--- config.mk ---
export PLATFORM = sky130hd
export DESIGN_NAME = scl_spare_eco_bank
export DESIGN_NICKNAME = d
export VERILOG_FILES = /design/src/rtl/scl_spare_eco_bank.sv
export SDC_FILE = /design/constraint.sdc
export NUM_CORES = 1
export LEC_CHECK = 0
export ABC_AREA = 1
export BUFFER_PORTS_ARGS = -buffer_cell sky130_fd_sc_hd__clkbuf_2
export CORE_AREA = 5 5 71 73
export DETAILED_ROUTE_END_ITERATION = 6
export DIE_AREA = 0 0 76 78
export MAX_ROUTING_LAYER = met4
export PLACE_DENSITY = 0.7
export SLEW_MARGIN = 15
export SYNTH_ARGS = -nofsm -noshare
export SYNTH_HDL_FRONTEND = slang
export SYNTH_SLANG_ARGS = --single-unit
--- constraint.sdc ---
create_clock -name wb_clk_i -period 1.8 [get_ports wb_clk_i]
set_clock_uncertainty 0.1 [all_clocks]
set_input_delay 0.36 -clock wb_clk_i [delete_from_list [all_inputs] [get_ports wb_clk_i]]
set_output_delay 0.36 -clock wb_clk_i [all_outputs]
set_load 0.03 [all_outputs]
--- src/rtl/scl_spare_eco_bank.sv ---
// Reconfigurable bank of spare logic cells for metal-ECO repair.
// Cell functions come from a serially loaded shadow chain committed to an active copy.
module scl_spare_eco_bank #(
  parameter int unsigned NUM_CELLS = 4,
  parameter int unsigned CFG_W     = 3
) (
  input  logic                 wb_clk_i,
  input  logic                 wb_rst_i,
  input  logic                 cfg_sdi,
  input  logic                 cfg_shift_en,
  input  logic                 cfg_commit,
  input  logic                 cfg_err_clr,
  input  logic [NUM_CELLS-1:0] cell_a,
  input  logic [NUM_CELLS-1:0] cell_b,
  output logic [NUM_CELLS-1:0] cell_y,
  output logic                 cfg_sdo,
  output logic                 cfg_done,
  output logic                 cfg_err,
  output logic                 lo
);

  localparam int unsigned TOT_BITS = NUM_CELLS * CFG_W;
  localparam int unsigned CNT_W    = $clog2(TOT_BITS + 2);
  localparam int unsigned CNT_FULL = TOT_BITS;
  localparam int unsigned CNT_SAT  = TOT_BITS + 1;

  typedef enum logic [2:0] {
    M_TIE_LO = 3'd0,
    M_TIE_HI = 3'd1,
    M_INV    = 3'd2,
    M_NAND   = 3'd3,
    M_NOR    = 3'd4,
    M_BUF    = 3'd5,
    M_DFF    = 3'd6,
    M_TOGGLE = 3'd7
  } cell_mode_e;

  logic [TOT_BITS-1:0]  shadow_q, shadow_d;
  logic [TOT_BITS-1:0]  active_q, active_d;
  logic [CNT_W-1:0]     cnt_q, cnt_d;
  logic [NUM_CELLS-1:0] state_q, state_d;
  logic                 done_q, done_d;
  logic                 err_q, err_d;
  logic                 commit_req;
  logic                 commit_ok;

  // Commit is only honoured on a cycle without a shift.
  assign commit_req = cfg_commit & ~cfg_shift_en;
  assign commit_ok  = commit_req && (cnt_q == CNT_W'(CNT_FULL));

  always_comb begin
    shadow_d = shadow_q;
    active_d = active_q;
    cnt_d    = cnt_q;
    done_d   = 1'b0;
    err_d    = err_q;

    if (cfg_shift_en) begin
      shadow_d = {shadow_q[TOT_BITS-2:0], cfg_sdi};
      if (cnt_q < CNT_W'(CNT_SAT)) begin
        cnt_d = cnt_q + CNT_W'(1);
      end
    end

    if (cfg_err_clr) begin
      err_d = 1'b0;
    end

    if (commit_ok) begin
      active_d = shadow_q;
      cnt_d    = '0;
      done_d   = 1'b1;
    end else if (commit_req) begin
      cnt_d = '0;
      err_d = 1'b1;
    end
  end

  // Per-cell state flop: cleared when a commit changes that cell's mode.
  always_comb begin
    state_d = state_q;
    for (int k = 0; k < NUM_CELLS; k++) begin
      if (commit_ok &&
          (active_d[k*CFG_W +: CFG_W] != active_q[k*CFG_W +: CFG_W])) begin
        state_d[k] = 1'b0;
      end else begin
        case (cell_mode_e'(active_q[k*CFG_W +: CFG_W]))
          M_DFF:    state_d[k] = cell_a[k];
          M_TOGGLE: state_d[k] = cell_a[k] ? ~state_q[k] : state_q[k];
          default:  state_d[k] = state_q[k];
        endcase
      end
    end
  end

  always_ff @(posedge wb_clk_i or posedge wb_rst_i) begin
    if (wb_rst_i) begin
      shadow_q <= '0;
      active_q <= '0;
      cnt_q    <= '0;
      state_q  <= '0;
      done_q   <= 1'b0;
      err_q    <= 1'b0;
    end else begin
      shadow_q <= shadow_d;
      active_q <= active_d;
      cnt_q    <= cnt_d;
      state_q  <= state_d;
      done_q   <= done_d;
      err_q    <= err_d;
    end
  end

  // Cell function decode; depends only on flopped config, so no config glitches.
  always_comb begin
    cell_y = '0;
    for (int k = 0; k < NUM_CELLS; k++) begin
      case (cell_mode_e'(active_q[k*CFG_W +: CFG_W]))
        M_TIE_LO: cell_y[k] = 1'b0;
        M_TIE_HI: cell_y[k] = 1'b1;
        M_INV:    cell_y[k] = ~cell_a[k];
        M_NAND:   cell_y[k] = ~(cell_a[k] & cell_b[k]);
        M_NOR:    cell_y[k] = ~(cell_a[k] | cell_b[k]);
        M_BUF:    cell_y[k] = cell_a[k];
        M_DFF:    cell_y[k] = state_q[k];
        M_TOGGLE: cell_y[k] = state_q[k];
        default:  cell_y[k] = 1'b0;
      endcase
    end
  end

  assign cfg_sdo  = shadow_q[TOT_BITS-1];
  assign cfg_done = done_q;
  assign cfg_err  = err_q;
  assign lo       = 1'b0;

endmodule

==> flow_metrics.tcl, run 1 <==
set metrics [dict create \
    met1_usage 0.1659 \
    grt_use_met3 0.03588 \
    p_sw_frac 0.4107 \
    area.growth.synth_to_final_pct 16.23 \
    cts.sinks 34 \
    portBuffers 20 \
    peakVddDrop_mv 0.3337 \
    dieWidth_um 76 \
    hpwlAfterDp_um 2670 \
    crit_top_cell "o211ai_1" \
    avgSynthCellArea_sq_um 7.839 \
    vias 1617 \
    critical_path_buf_inv_count 1 \
    rsz0062_at_grt "yes" \
    die_h_um 78 \
    gp_congestion 0.8257 \
    setup-violations-final 0 \
    die_area_sq_mm 0.005928 \
    drc 0 \
    end_kind "primary output" \
    clock.fmax_mhz 561.4 \
    switchingPower_uw 1228 \
    clk_latency_ns 0.28 \
    path_depth 4 \
    place_area_sq_mm 0.002029 \
    rr_worst_depth 10 \
    fin_ws_ns 0.01869 \
    cpPeakStageDelay_ns 0.43 \
    cts_buffers 5 \
    critPathKind "reg -> out" \
    ys_warn_count 0 \
    grt_pass1_vias 1546 \
    synth_area_leaders "dfrtp_1, nand2_1, o21ai_0" \
    cts_tree "done" \
    cp_top_family "compound AO/OA/AOI/OAI gates" \
    cp-endpoint "cell_y[3]" \
    power_density_mw_per_mm2 1362 \
    p_int_uw 1762 \
    grt_max_degree 35 \
    place_ws_ns 0.1452 \
    required_ns 1.34 \
    hold_class "in -> async" \
    fin_util 0.5114 \
    syn-cell-area_sq_mm 0.001889 \
    arrival_ns 1.32 \
    num_rows 24 \
    combPwrFrac 0.398 \
    busiest_layer "met2" \
    clkPwrFrac 0.174 \
    firstDrtPassIters 4 \
    cap_viol_max_count 0 \
    root_buffer "clkbuf_8" \
    start_kind "flop" \
    gr-usage-all-layers 0.1402 \
    synth_nets 257 \
    slowest_stage "dfrtp_1" \
    seq_area_frac_synth 0.4503 \
    initial_core_util 0.4400 \
    fill_cells 415 \
    drt_wl_total_um 3738 \
    synth_largest_area_cell "dfrtp_1" \
    cts_buffer_depth 2 \
    fin_crit_sh 0.9896 \
    synth_top_area_share 0.4503 \
    netlist_instances 241 \
    status "completed" \
    drive_gt1_frac 0.2125 \
    drt_iter0_drc 91 \
    slew_viol_final 0 \
    ant_nets 0 \
    hold_viol 0 \
    gr-usage-met2 0.2269 \
    timing.rr.end "state_q[2]" \
    post_drt_wl_per_cell_um 11.50 \
    timing.rr.start "cnt_q[0]" \
    ys_seq_elements 34 \
    core-area_sq_mm 0.004294 \
    fin_area_sq_mm 0.002196 \
    cts.htree.levels 2 \
    cp_max_fo 4 \
    layout.nets 289 \
    ios 22 \
    power.leakage_uw 0.001104 \
    setup.worst_path.start "active_q[9]" \
    yosysUniqueCellTypes 26 \
    pwr-share-seq 0.428 \
    clk_pin_slew_ns 0.07 \
    vias_per_cell 4.975 \
    grt_pass1_wl_um 6734 \
    globalRoute.totalOverflow 0 \
    antenna_cells 0 \
    antenna_found_initial 0 \
    r2r_setup_slack_ns 0.19 \
    finalCriticalPeriod_ns 1.781 \
    crit_chain "o211ai_1, o211ai_1, a21oi_1, buf_4" \
]
power groups by stage:
stage,logic (uW),clock network (uW),registers [uW]
6_report,1190,520,1280
5_1_grt,1360,572,1320
4_1_cts,1070,539,1270
3_5_place_dp,1050,0,1270
3_3_place_gp,1020,0,1270
2_1_floorplan,828,0,1210
layout make-up:
type | count | area [sq um] | share of cell area
flip-flops and latches | 34 | 852.1 | 0.3880
multi-input cells | 161 | 838.3 | 0.3818
repair buffers | 32 | 212.7 | 0.09687
inverters | 39 | 148.9 | 0.06781
clock buffers | 5 | 68.82 | 0.03134
well taps | 52 | 65.06 | 0.02963
clock inverters | 2 | 10.01 | 0.004558
per-stage QoR:
stage          power (uW)  hold WS (ns)  std cells  setup TNS, ns
2_1_floorplan        2038        0.3590        241              0
3_3_place_gp         2289        0.3616        309              0
3_5_place_dp         2325        0.3581        309              0
4_1_cts              2871       0.05635        316       -0.04927
5_1_grt              3247        0.1109        325       -0.09866
6_report             2990       0.03795        325              0
cells in the mapped netlist:
master and n:
a21oi_1 2, a31oi_1 3, buf_4 1, buf_6 4, clkbuf_1 2, conb_1 1, dfrtp_1 34, ha_1 2
inv_1 38, inv_4 1, nand2_1 51, nand2_2 1, nand2_4 2, nand3_1 26, nand3_2 2, nand4_1 4
nor2_1 11, nor2_4 3, nor3_1 1, o211ai_1 2, o21a_1 3, o21ai_0 36, o21ai_1 4, o22ai_1 1
xnor2_1 2, xor2_1 4
worst min path at each step:
stage	startpoint	end	slack (ns)	cells after the start
floorplan	cfg_err_clr	cfg_err	0.36	1
global placement	wb_rst_i	cnt_q[2]	0.36	3
detailed placement	wb_rst_i	active_q[10]	0.36	3
CTS	wb_rst_i	active_q[0]	0.06	3
global route	wb_rst_i	active_q[11]	0.11	3
finish	wb_rst_i	cnt_q[3]	0.04	3
worst register-to-register path, delay by kind of cell, from the launching register on:
kind | cells | cell delay [ns]
fa+ha+maj | 1 | 0.21
buf+inv | 2 | 0.25
flops | 1 | 0.42
simple gates | 7 | 0.52
state kept, by name, indices dropped and copies added (netlist names):
name      count
active_q     12
shadow_q     12
cnt_q         4
state_q       4
cfg_done      1
cfg_err       1
what timing repair did:
item,4_1_cts,5_1_grt
buffers inserted,0,9
gates resized for setup,3,19
cloned,0,0
pin swaps,2,2
endpoints found under the setup margin,1,7
hold buffers,0,0
cells by family after synthesis:
| kind of cell | synth area share |
|---|---|
| and+or+nand+nor | 0.2516 |
| AOI/OAI and AO/OA | 0.1444 |
| buffers and inverters | 0.1106 |
| DFF | 0.4503 |
| xor gates and xnor gates | 0.02781 |
| adders and majority gates | 0.01324 |
| other | 0.001985 |
placed cells by master (no fill, tap or decap), drive strengths merged, types with 2 or more instances in the layout:
cell    Yosys  routed
inv        39      39
buf         5      16
xor2        4       4
nor2       14      14
a31oi       3       3
xnor2       2       2
o21a        3       3
o21ai      40      40
a21oi       2       2
nand4       4       4
o211ai      2       2
dfrtp      34      34
nand2      54      54
clkbuf      2      21
clkinv      0       2
ha          2       2
nand3      28      28
routing by layer:
| layer | wire length, um | vias to the layer above |
|---|---|---|
| li1 | - | 843 |
| met1 | 1730 | 745 |
| met2 | 1806 | 22 |
| met3 | 122 | 7 |
| met4 | 78 | 0 |
| met5 | 0 | - |
Power figures use the tool's default switching activity.
==> run 2: changes to the inputs <==
==> constraint.sdc (replaced) <==
create_clock -name wb_clk_i -period 1.78 [get_ports wb_clk_i]
set_clock_uncertainty 0.1 [all_clocks]
set_input_delay 0.356 -clock wb_clk_i [delete_from_list [all_inputs] [get_ports wb_clk_i]]
set_output_delay 0.356 -clock wb_clk_i [all_outputs]
set_load 0.03 [all_outputs]
==> run 2 against run 1 <==
Effect of this change:
- register-to-register slack hardly changed
- sequential power about the same
- routed wire length shrank 2.3%
- clock-buffer cell count is 1 higher
- final area grew 0.80%
- critical path type unchanged
- largest cell class unchanged
- largest power group unchanged
==> flow_metrics.tcl, run 2 (synthesis gave the netlist of run 1 again) <==
set metrics [dict create \
    drive_gt1_frac 0.2426 \
    ant_nets 0 \
    cts_tree "done" \
    cap_viol_max_count 0 \
    grt_pass1_vias 1576 \
    gp_congestion 0.8239 \
    die_h_um 78 \
    cts.htree.levels 2 \
    clock.fmax_mhz 571.8 \
    place_area_sq_mm 0.002029 \
    portBuffers 20 \
    ios 22 \
    hold_viol 0 \
    largest_registers "active_q (12), shadow_q (12)" \
    cts_buffers 5 \
    power.leakage_uw 0.001092 \
    core-area_sq_mm 0.004294 \
    slowest_stage "dfrtp_1" \
    start_kind "flop" \
    finalCriticalPeriod_ns 1.749 \
    drt_wl_total_um 3653 \
    clk_latency_ns 0.29 \
    post_drt_wl_per_cell_um 11.27 \
    layout.nets 287 \
    switchingPower_uw 1288 \
    vias 1626 \
    clkPwrFrac 0.192 \
    fin_area_sq_mm 0.002213 \
    status "completed" \
    dp_cells 309 \
    vias_per_cell 5.019 \
    initial_core_util 0.4400 \
    area.growth.synth_to_final_pct 17.15 \
    antenna_cells 0 \
    pwr-share-seq 0.417 \
    critPathKind "reg -> out" \
    grt_use_met3 0.03241 \
    cp_max_fo 4 \
    grt_max_degree 35 \
    arrival_ns 1.29 \
    rsz0062_at_grt "yes" \
    fin_crit_sh 0.9825 \
    setup-violations-final 0 \
    combPwrFrac 0.391 \
    fin_cells 324 \
    globalRoute.totalOverflow 0 \
    p_int_uw 1850 \
    cts.sinks 34 \
    root_buffer "clkbuf_8" \
    grt_pass1_wl_um 6651 \
    hpwlAfterDp_um 2591 \
    die_area_sq_mm 0.005928 \
    cpPeakStageDelay_ns 0.43 \
    busiest_layer "met2" \
    antenna_found_initial 0 \
    gr-usage-met2 0.2243 \
    cts_buffer_depth 2 \
    peakVddDrop_mv 0.4004 \
    end_kind "primary output" \
    power_density_mw_per_mm2 1418 \
    clk_pin_slew_ns 0.07 \
    layout_commonest_cell "nand2_1" \
    met1_usage 0.1598 \
    crit_chain "o211ai_1, o211ai_1, a21oi_1, buf_4" \
    firstDrtPassIters 4 \
    crit_top_cell "o211ai_1" \
    layout_common_cells "nand2_1, dfrtp_1, o21ai_0" \
    num_rows 24 \
    slew_viol_final 0 \
    p_sw_frac 0.4103 \
    required_ns 1.32 \
    dieWidth_um 76 \
    hold_class "in -> async" \
    drc 0 \
    drt_iter0_drc 89 \
    gr-usage-all-layers 0.1396 \
]
run 2: power groups by stage:
stage | clock, uW | combinational (uW) | sequential (uW)
floorplan | 0 | 837 | 1220
global placement | 0 | 1030 | 1280
detailed placement | 0 | 1060 | 1290
CTS | 615 | 1130 | 1280
global route | 649 | 1390 | 1350
finish | 602 | 1230 | 1310
run 2: worst paths after layout:
check / cells after the start / startpoint / end / slack, ns
min in group wb_clk_i: 2 / cfg_err_clr / cfg_err / 0.16
max: 4 / active_q[9] / cell_y[3] / 0.03
max in group asynchronous: 3 / wb_rst_i / active_q[5] / 1.21
min: 3 / wb_rst_i / cnt_q[3] / 0.03
max reg2reg: 10 / cnt_q[0] / state_q[2] / 0.19
min reg2reg: 2 / shadow_q[6] / shadow_q[7] / 0.41
run 2: repair_timing:
item	in CTS	in global routing
resized for setup	8	25
setup endpoints to repair	4	7
setup buffers	2	5
cloned	0	0
hold buffers	0	0
pin swaps	1	2
run 2: layout make-up:
class / instances / area (sq um)
Clock buffer: 6 / 82.58
Timing Repair Buffer: 30 / 197.7
Tap cell: 52 / 65.06
Sequential cell: 34 / 854.6
Clock inverter: 2 / 12.51
Multi-Input combinational cell: 161 / 852.1
Fill cell: 410 / 2081
Inverter: 39 / 148.9
run 2: metrics by stage:
step                setup TNS (ns)  power, uW  setup slack (ns)    util  hold WS (ns)
floorplan                        0       2061            0.1834       -        0.3550
global placement                 0       2308            0.1960  0.4726        0.3548
detailed placement               0       2342            0.1470  0.4726        0.3624
CTS                      -0.005291       3020         -0.005291  0.5009       0.04319
global route               -0.1177       3393          -0.05983  0.5154       0.09404
finish                           0       3138           0.03116  0.5154       0.02648
run 2: worst max-delay path, delay by kind of cell (launching register included):
kind	cells	cell delay, ns
buffers and inverters	1	0.17
AO/OA/AOI/OAI	3	0.40
flip-flops	1	0.43
run 2: per-layer routing:
metal	vias to the layer above	routed length [um]	part of all wire
met2	25	1730	0.47
met5	-	0	0
li1	843	-	-
met1	748	1711	0.47
met3	10	131	0.036
met4	0	80	0.022
